### src/rtl/fifo_pkt_defs.sv
// Frame definitions shared by the packet framer and the matching deframer:
// FSM state encodings, the default sync byte and the trailer checksum rule.
package fifo_pkt_defs;

  typedef enum logic [2:0] {
    ST_IDLE    = 3'd0,
    ST_SYNC    = 3'd1,
    ST_PAYLOAD = 3'd2,
    ST_LEN     = 3'd3,
    ST_CHK     = 3'd4
  } state_e;

  localparam logic [7:0] SYNC_BYTE_DFLT = 8'hA5;

  // CHK covers the payload bytes plus the LEN byte, wrapping mod 256.
  function automatic logic [7:0] frame_chk(input logic [7:0] payload_sum,
                                           input logic [7:0] len);
    return payload_sum + len;
  endfunction

endpackage

### src/rtl/fifo_pkt_framer.sv
// Drains a first-word-fall-through FIFO into SYNC, payload, LEN, CHK frames; 2-cycle
// start latency, then 1 byte/cycle. A stalled output slot holds its byte and stops pops.
module fifo_pkt_framer
  import fifo_pkt_defs::*;
#(
  parameter logic [7:0] SYNC_BYTE = SYNC_BYTE_DFLT,
  parameter int         MAX_LEN   = 16,
  parameter int         TIMEOUT   = 16
) (
  input  logic       i_clk,
  input  logic       i_rst,
  input  logic [7:0] i_fifo_data,
  input  logic       i_fifo_empty,
  output logic       o_fifo_rd,
  output logic [7:0] o_data,
  output logic       o_valid,
  input  logic       i_ready,
  output logic       o_busy,
  output logic       o_frame_done
);

  localparam int              TMO_W     = $clog2(TIMEOUT + 1);
  localparam logic [7:0]      MAX_LEN_B = 8'(MAX_LEN);
  localparam logic [TMO_W-1:0] TMO_B    = TMO_W'(TIMEOUT);
  localparam logic [TMO_W-1:0] TMO_ONE  = TMO_W'(1);

  state_e           state_q, state_d;
  logic [7:0]       data_q, data_d;
  logic             valid_q, valid_d;
  logic             busy_q, busy_d;
  logic             is_chk_q, is_chk_d;
  logic [7:0]       cnt_q, cnt_d;
  logic [7:0]       chk_q, chk_d;
  logic [TMO_W-1:0] tmo_q, tmo_d;
  logic             slot_free;
  logic             fifo_rd;

  always_comb begin
    state_d   = state_q;
    data_d    = data_q;
    valid_d   = valid_q;
    is_chk_d  = is_chk_q;
    cnt_d     = cnt_q;
    chk_d     = chk_q;
    tmo_d     = tmo_q;
    fifo_rd   = 1'b0;
    slot_free = !valid_q || i_ready;

    // An accepted byte empties the slot unless a new byte is loaded below.
    if (slot_free) begin
      valid_d = 1'b0;
    end

    case (state_q)
      ST_IDLE: begin
        cnt_d = 8'd0;
        chk_d = 8'd0;
        tmo_d = '0;
        if (!i_fifo_empty) begin
          state_d = ST_SYNC;
        end
      end
      ST_SYNC: begin
        if (slot_free) begin
          valid_d  = 1'b1;
          data_d   = SYNC_BYTE;
          is_chk_d = 1'b0;
          tmo_d    = '0;
          state_d  = ST_PAYLOAD;
        end
      end
      ST_PAYLOAD: begin
        if (slot_free && !i_fifo_empty && (cnt_q < MAX_LEN_B)) begin
          fifo_rd  = 1'b1;
          valid_d  = 1'b1;
          data_d   = i_fifo_data;
          is_chk_d = 1'b0;
          cnt_d    = cnt_q + 8'd1;
          chk_d    = chk_q + i_fifo_data;
          tmo_d    = '0;
          if (cnt_q + 8'd1 == MAX_LEN_B) begin
            state_d = ST_LEN;
          end
        end else if (i_fifo_empty) begin
          // Entry to PAYLOAD needs a non-empty FIFO, so a timeout always has cnt >= 1.
          tmo_d = tmo_q + TMO_ONE;
          if (tmo_q + TMO_ONE == TMO_B) begin
            state_d = ST_LEN;
          end
        end
      end
      ST_LEN: begin
        if (slot_free) begin
          valid_d  = 1'b1;
          data_d   = cnt_q;
          is_chk_d = 1'b0;
          state_d  = ST_CHK;
        end
      end
      ST_CHK: begin
        if (slot_free) begin
          valid_d  = 1'b1;
          data_d   = frame_chk(chk_q, cnt_q);
          is_chk_d = 1'b1;
          state_d  = ST_IDLE;
        end
      end
      default: begin
        state_d = ST_IDLE;
      end
    endcase

    busy_d = (state_d != ST_IDLE);
  end

  always_ff @(posedge i_clk or posedge i_rst) begin
    if (i_rst) begin
      state_q  <= ST_IDLE;
      data_q   <= 8'd0;
      valid_q  <= 1'b0;
      busy_q   <= 1'b0;
      is_chk_q <= 1'b0;
      cnt_q    <= 8'd0;
      chk_q    <= 8'd0;
      tmo_q    <= '0;
    end else begin
      state_q  <= state_d;
      data_q   <= data_d;
      valid_q  <= valid_d;
      busy_q   <= busy_d;
      is_chk_q <= is_chk_d;
      cnt_q    <= cnt_d;
      chk_q    <= chk_d;
      tmo_q    <= tmo_d;
    end
  end

  assign o_fifo_rd    = fifo_rd && !i_rst;
  assign o_data       = data_q;
  assign o_valid      = valid_q;
  assign o_busy       = busy_q;
  assign o_frame_done = valid_q && is_chk_q && i_ready;

endmodule

### config.mk
export PLATFORM = sky130hd
export DESIGN_NAME = fifo_pkt_framer
export DESIGN_NICKNAME = d
export VERILOG_FILES = /design/src/rtl/fifo_pkt_defs.sv /design/src/rtl/fifo_pkt_framer.sv
export SDC_FILE = /design/constraint.sdc
export NUM_CORES = 1
export LEC_CHECK = 0
export BUFFER_PORTS_ARGS = -buffer_cell sky130_fd_sc_hd__buf_2
export CORE_UTILIZATION = 25
export CTS_CLUSTER_SIZE = 16
export DETAILED_ROUTE_END_ITERATION = 8
export PLACE_DENSITY = 0.45
export SLEW_MARGIN = 20
export SYNTH_ARGS = -nofsm -noshare
export SYNTH_HDL_FRONTEND = slang
export SYNTH_SLANG_ARGS = --single-unit
### constraint.sdc
create_clock -name i_clk -period 4.6 [get_ports i_clk]
set_input_delay 1.15 -clock i_clk [delete_from_list [all_inputs] [get_ports i_clk]]
set_output_delay 1.15 -clock i_clk [all_outputs]
set_load 0.1 [all_outputs]
======== Yosys cells after proc, flatten, opt, wreduce, memory -nomap -nowiden ========
Index checks and enable logic that the tools add are counted.
word-level totals
  bits in latches ......................... 0
  bits in read-only memories .............. 0
  output and inout port bits .............. 12
  word-level logic and storage cells ...... 78
  RAM bits ................................ 0
  bits in registers ....................... 35
  memories ................................ 0
cells by class
  multipliers ............................. 0
  mux-type cells .......................... 32
  add/sub/neg operators ................... 4
  equality and inequality tests ........... 12
  bitwise gates (word level) .............. 0
  magnitude comparators ................... 1
  div/mod/pow operators ................... 0
  shift operators ......................... 0
  reductions and logical operators ........ 21
operator list
  kind                                                 number
  2-to-1 mux 8 bit                                     6
  one-hot mux 8 bit (2 select lines)                   2
  one-hot mux 8 bit (4 select lines)                   1
  2-to-1 mux 3 bit                                     8
  adder 8 bit                                          2
  2-to-1 mux 5 bit                                     3
  one-hot mux 3 bit (5 select lines)                   1
  one-hot mux 5 bit (3 select lines)                   1
  nonzero test 3 bit                                   3
  adder 8 x 1 -> 8 bit, second input constant          1
  equality test 8 x 5 -> 1 bit, second input constant  1
  < comparator 8 x 5 -> 1 bit, second input constant   1
  2-to-1 mux 1 bit                                     8
  inequality test 2 bit, second input constant         4
  equality test 3 x 2 -> 1 bit, second input constant  2
  adder 5 x 1 -> 5 bit, second input constant          1
  equality test 5 bit, second input constant           1
  logical AND 1 bit                                    5
  AND reduction 5 bit                                  1
  AND reduction 4 bit                                  1
  nonzero test 4 bit                                   1
  equality test 3 x 1 -> 1 bit, second input constant  1
  equality test 3 bit, second input constant           1
  logical NOT 1 bit                                    3
  11 further kinds                                     11

======== Logic depth before layout (Yosys ltp) ========
  depth after elaboration ................. 7
  depth in mapped cells ................... 8
  mapped depth without buffers ............ 8

======== Worst setup path after synthesis ========
OpenSTA, ideal clock, no wires.
  kind .................................... input port to output port
  start point ............................. in i_fifo_empty
  end point ............................... out o_fifo_rd
  arrival time ............................ 3.656 ns
  slack ................................... -0.206 ns
  required time ........................... 3.450 ns
  stages .................................. 5
  buffers on the path ..................... 2
  path through ............................ or4_4 > or4_1 > buf_2 > clkbuf_1 > nor2_1
between the ends
  cells in the longest elaborated chain, start to end .. 6
RTL lines
  what                            line                    source
  start: declaration              fifo_pkt_framer.sv:13   input logic i_fifo_empty,
  logical NOT 1 bit               fifo_pkt_framer.sv:73   if (slot_free && !i_fifo_empty && (cnt_q < MAX_LEN_B)) begin
  logical AND 1 bit (2 in a row)  fifo_pkt_framer.sv:73
  2-to-1 mux 1 bit                fifo_pkt_framer.sv:73
  2-to-1 mux 1 bit                fifo_pkt_framer.sv:54   case (state_q)
  logical AND 1 bit               fifo_pkt_framer.sv:138  assign o_fifo_rd = fifo_rd && !i_rst;
  end: declaration                fifo_pkt_framer.sv:14   output logic o_fifo_rd,
Every way passes these cells.

======== Worst setup path in the final report ========
Ends and elaborated chain as after synthesis.

==> impl_metrics.tcl <==
set metrics [dict create \
    grt_pass1_wl_um 10600 \
    clockPowerShare_pct 14.3 \
    r2r_cells 5 \
    drtIter0Drc 81 \
    synthesis.instances 262 \
    cts_setup_buffers 0 \
    cp-end-kind "output pin" \
    antenna_cells 0 \
    clock_path_buffers 2 \
    outcome "completed" \
    sequentialPowerShare_pct 28.5 \
    setup_viol 0 \
    report.final.hold_viol_count 0 \
    p_per_area_mw_per_mm2 637 \
    path_clk_slew_ps 70 \
    synthTopCellsByCount "dfrtp_1 (35), nand2_1 (34), o21ai_0 (20)" \
    synthArstFlopShare_pct 100 \
    gp_congestion 0.804 \
    die_w_um 99.7 \
    cpLargestDelayFamily "simple AND/OR/NAND/NOR gates" \
    grt_antenna_before_repair 0 \
    worstPathCellList "buf_2, or4_4, or4_1, nor2_2, buf_12" \
    skew_ps 4.67 \
    ys_seq_area_share_pct 36.7 \
    period_share_pct 83.7 \
    path_class "input port to output pin" \
    dr.pass1.iters 4 \
    hp-class "register to register" \
    grt.total_usage_pct 13.9 \
    num_rows 35 \
    fp.dieH_um 99.7 \
    ctsHoldBuffers 0 \
    clk_latency_ps 290 \
    crit_path_start "i_fifo_empty" \
    synth_warnings 0 \
    nets 316 \
    cp.depth 5 \
    numCtsBuffers 5 \
    synth_cell_types 52 \
    grt_max_degree 36 \
    cts_htree_levels 2 \
    grt_pass1_vias 1981 \
    area_delta_synth_final_pct 15.5 \
    swShare_pct 53.2 \
    crit_fanout 6 \
    dr_total_vias 1967 \
    p_total_mw 1.76 \
    wl_per_cell_um 15.2 \
    worst-path-buf-inv 2 \
    ir_worst_vdd_mv 0.203 \
    worstSetupStartpointType "input port" \
    ys_ff_latch 35 \
    core_area_mm2 0.00924 \
    relSlewSlack_pct 44.1 \
    ctsResizeCount 0 \
    wl_um 6330 \
    synth_ff_type "dfrtp_1" \
    hpwl_um 4830 \
    combinationalPowerShare_pct 57.1 \
    fin_crit_ps 3850 \
    drc_errors 0 \
    leakagePower_nw 1.22 \
    dieArea_mm2 0.00993 \
    hp-start "o_data[0]$_DFFE_PP0P_" \
    drive_above_1_share_pct 15.3 \
    viasPerCell 4.73 \
    r2r_start "state_q[0]$_DFF_PP0_" \
    p_int_uw 822 \
    start_util_pct 25.8 \
    dpl_worst_slack_ps 753 \
    worstPathRequired_ps 3450 \
    max_stage_delay_ps 530 \
    power.switching_uw 933 \
    grt.overflow.total 0 \
    io_buffers 23 \
    avgSynthCellArea_um2 9.10 \
    clkSinkCount 35 \
    io_pins 24 \
    worst_pin_slew_ps 833 \
    drtAntennaViolNets 0 \
    yosys.area.top_type_share_pct 36.7 \
    cts_root_buf "clkbuf_8" \
    synth_most_common_cell "dfrtp_1" \
    synth_fp_nets 292 \
    fmax_ghz 0.260 \
    rsz0062_at_grt "false" \
    worst_path_max_delay_cell "or4_4" \
    worstPathArrival_ps 2700 \
    yosys.area.top_type "dfrtp_1" \
    setup-tns-final_ps 0 \
    netlist_area_mm2 0.00238 \
    hold_depth 2 \
    synth_edf_count 0 \
    drv_cap 0 \
    cts_tree "built" \
    synth_area_leaders "dfrtp_1 (37%), ha_1 (8.4%), nand2_1 (5.4%)" \
    worst_slack_ps 751 \
    slew_viol_final 0 \
]
state kept, by name, indices dropped and copies added, names as in the netlist:
name      count
chk_q         8
cnt_q         8
o_data        8
tmo_q         5
state_q       3
is_chk_q      1
o_busy        1
o_valid       1
worst paths after layout:
check	end	slack (ps)
worst max register to register	chk_q[7]$_DFFE_PP0P_	1990
worst min-delay path	o_data[0]$_DFFE_PP0P_	480
max in group asynchronous	state_q[2]$_DFF_PP0_	3300
min in group asynchronous	cnt_q[0]$_DFFE_PP0P_	980
worst min register to register	o_data[0]$_DFFE_PP0P_	480
worst max-delay path	o_fifo_rd	750
through the flow:
step | util (%) | hold WS [ps] | cells | area [um^2]
after floorplan | - | 461 | 262 | 2390
after global placement | 28.7 | 463 | 408 | 2650
after detailed placement | 28.7 | 471 | 408 | 2650
after CTS | 29.8 | 487 | 416 | 2750
after global routing | 29.8 | 497 | 416 | 2750
final | 29.8 | 479 | 416 | 2750
kinds of logic after synthesis:
kind of cell / share of synthesized area (%)
compound gates: 21.1
xor+xnor: 4.77
fa+ha+maj: 10.1
buf+inv: 3.57
flops: 36.7
mux: 4.77
simple gates: 18.9
layout make-up:
class | count | area (um^2)
clock buffer | 8 | 100
fill | 980 | 6490
inverter | 10 | 37.5
multi-input combinational | 208 | 1430
sequential | 35 | 876
tap | 129 | 161
timing repair buffer | 26 | 153
power groups by stage:
stage / clock network (mW) / logic (mW) / registers (mW)
after floorplan: 0 / 0.544 / 0.749
after global placement: 0 / 0.998 / 0.508
after detailed placement: 0 / 1.01 / 0.510
after CTS: 0.260 / 1.01 / 0.503
after global routing: 0.276 / 1.08 / 0.518
final: 0.251 / 1.00 / 0.501
tightest hold or removal path, cell delays in order (launching register included):
cell	delay, ps
dfrtp_1	340
nand2_1	40
o21ai_0	60
placed cells by master, fill, tap and decap left out, types with 3 or more instances in the layout:
master and n:
clkbuf_8 7, ha_1 16, nand3_1 15, and2_1 6, nor2b_1 3, nand2_1 34
a21o_1 5, o22ai_1 3, inv_1 10, o211ai_1 3, nor2_1 14, dfrtp_1 35
xnor2_1 5, a21oi_1 16, a31oi_1 3, o21ai_0 20, nor3_1 3, buf_4 3
buf_2 22, a211oi_1 3, xor2_1 8, mux2i_1 8, mux2_2 3, o31ai_1 5
routing by layer:
layer  track usage [%]  routed length, um  vias to the layer above
li1                  -                  -                     1004
met1              18.6               3180                      926
met2              22.4               2910                       31
met3              2.46                159                        6
met4              4.64                 83                        0
met5                 0                  0                        -
Note: power is estimated with default switching activity, not from simulation.
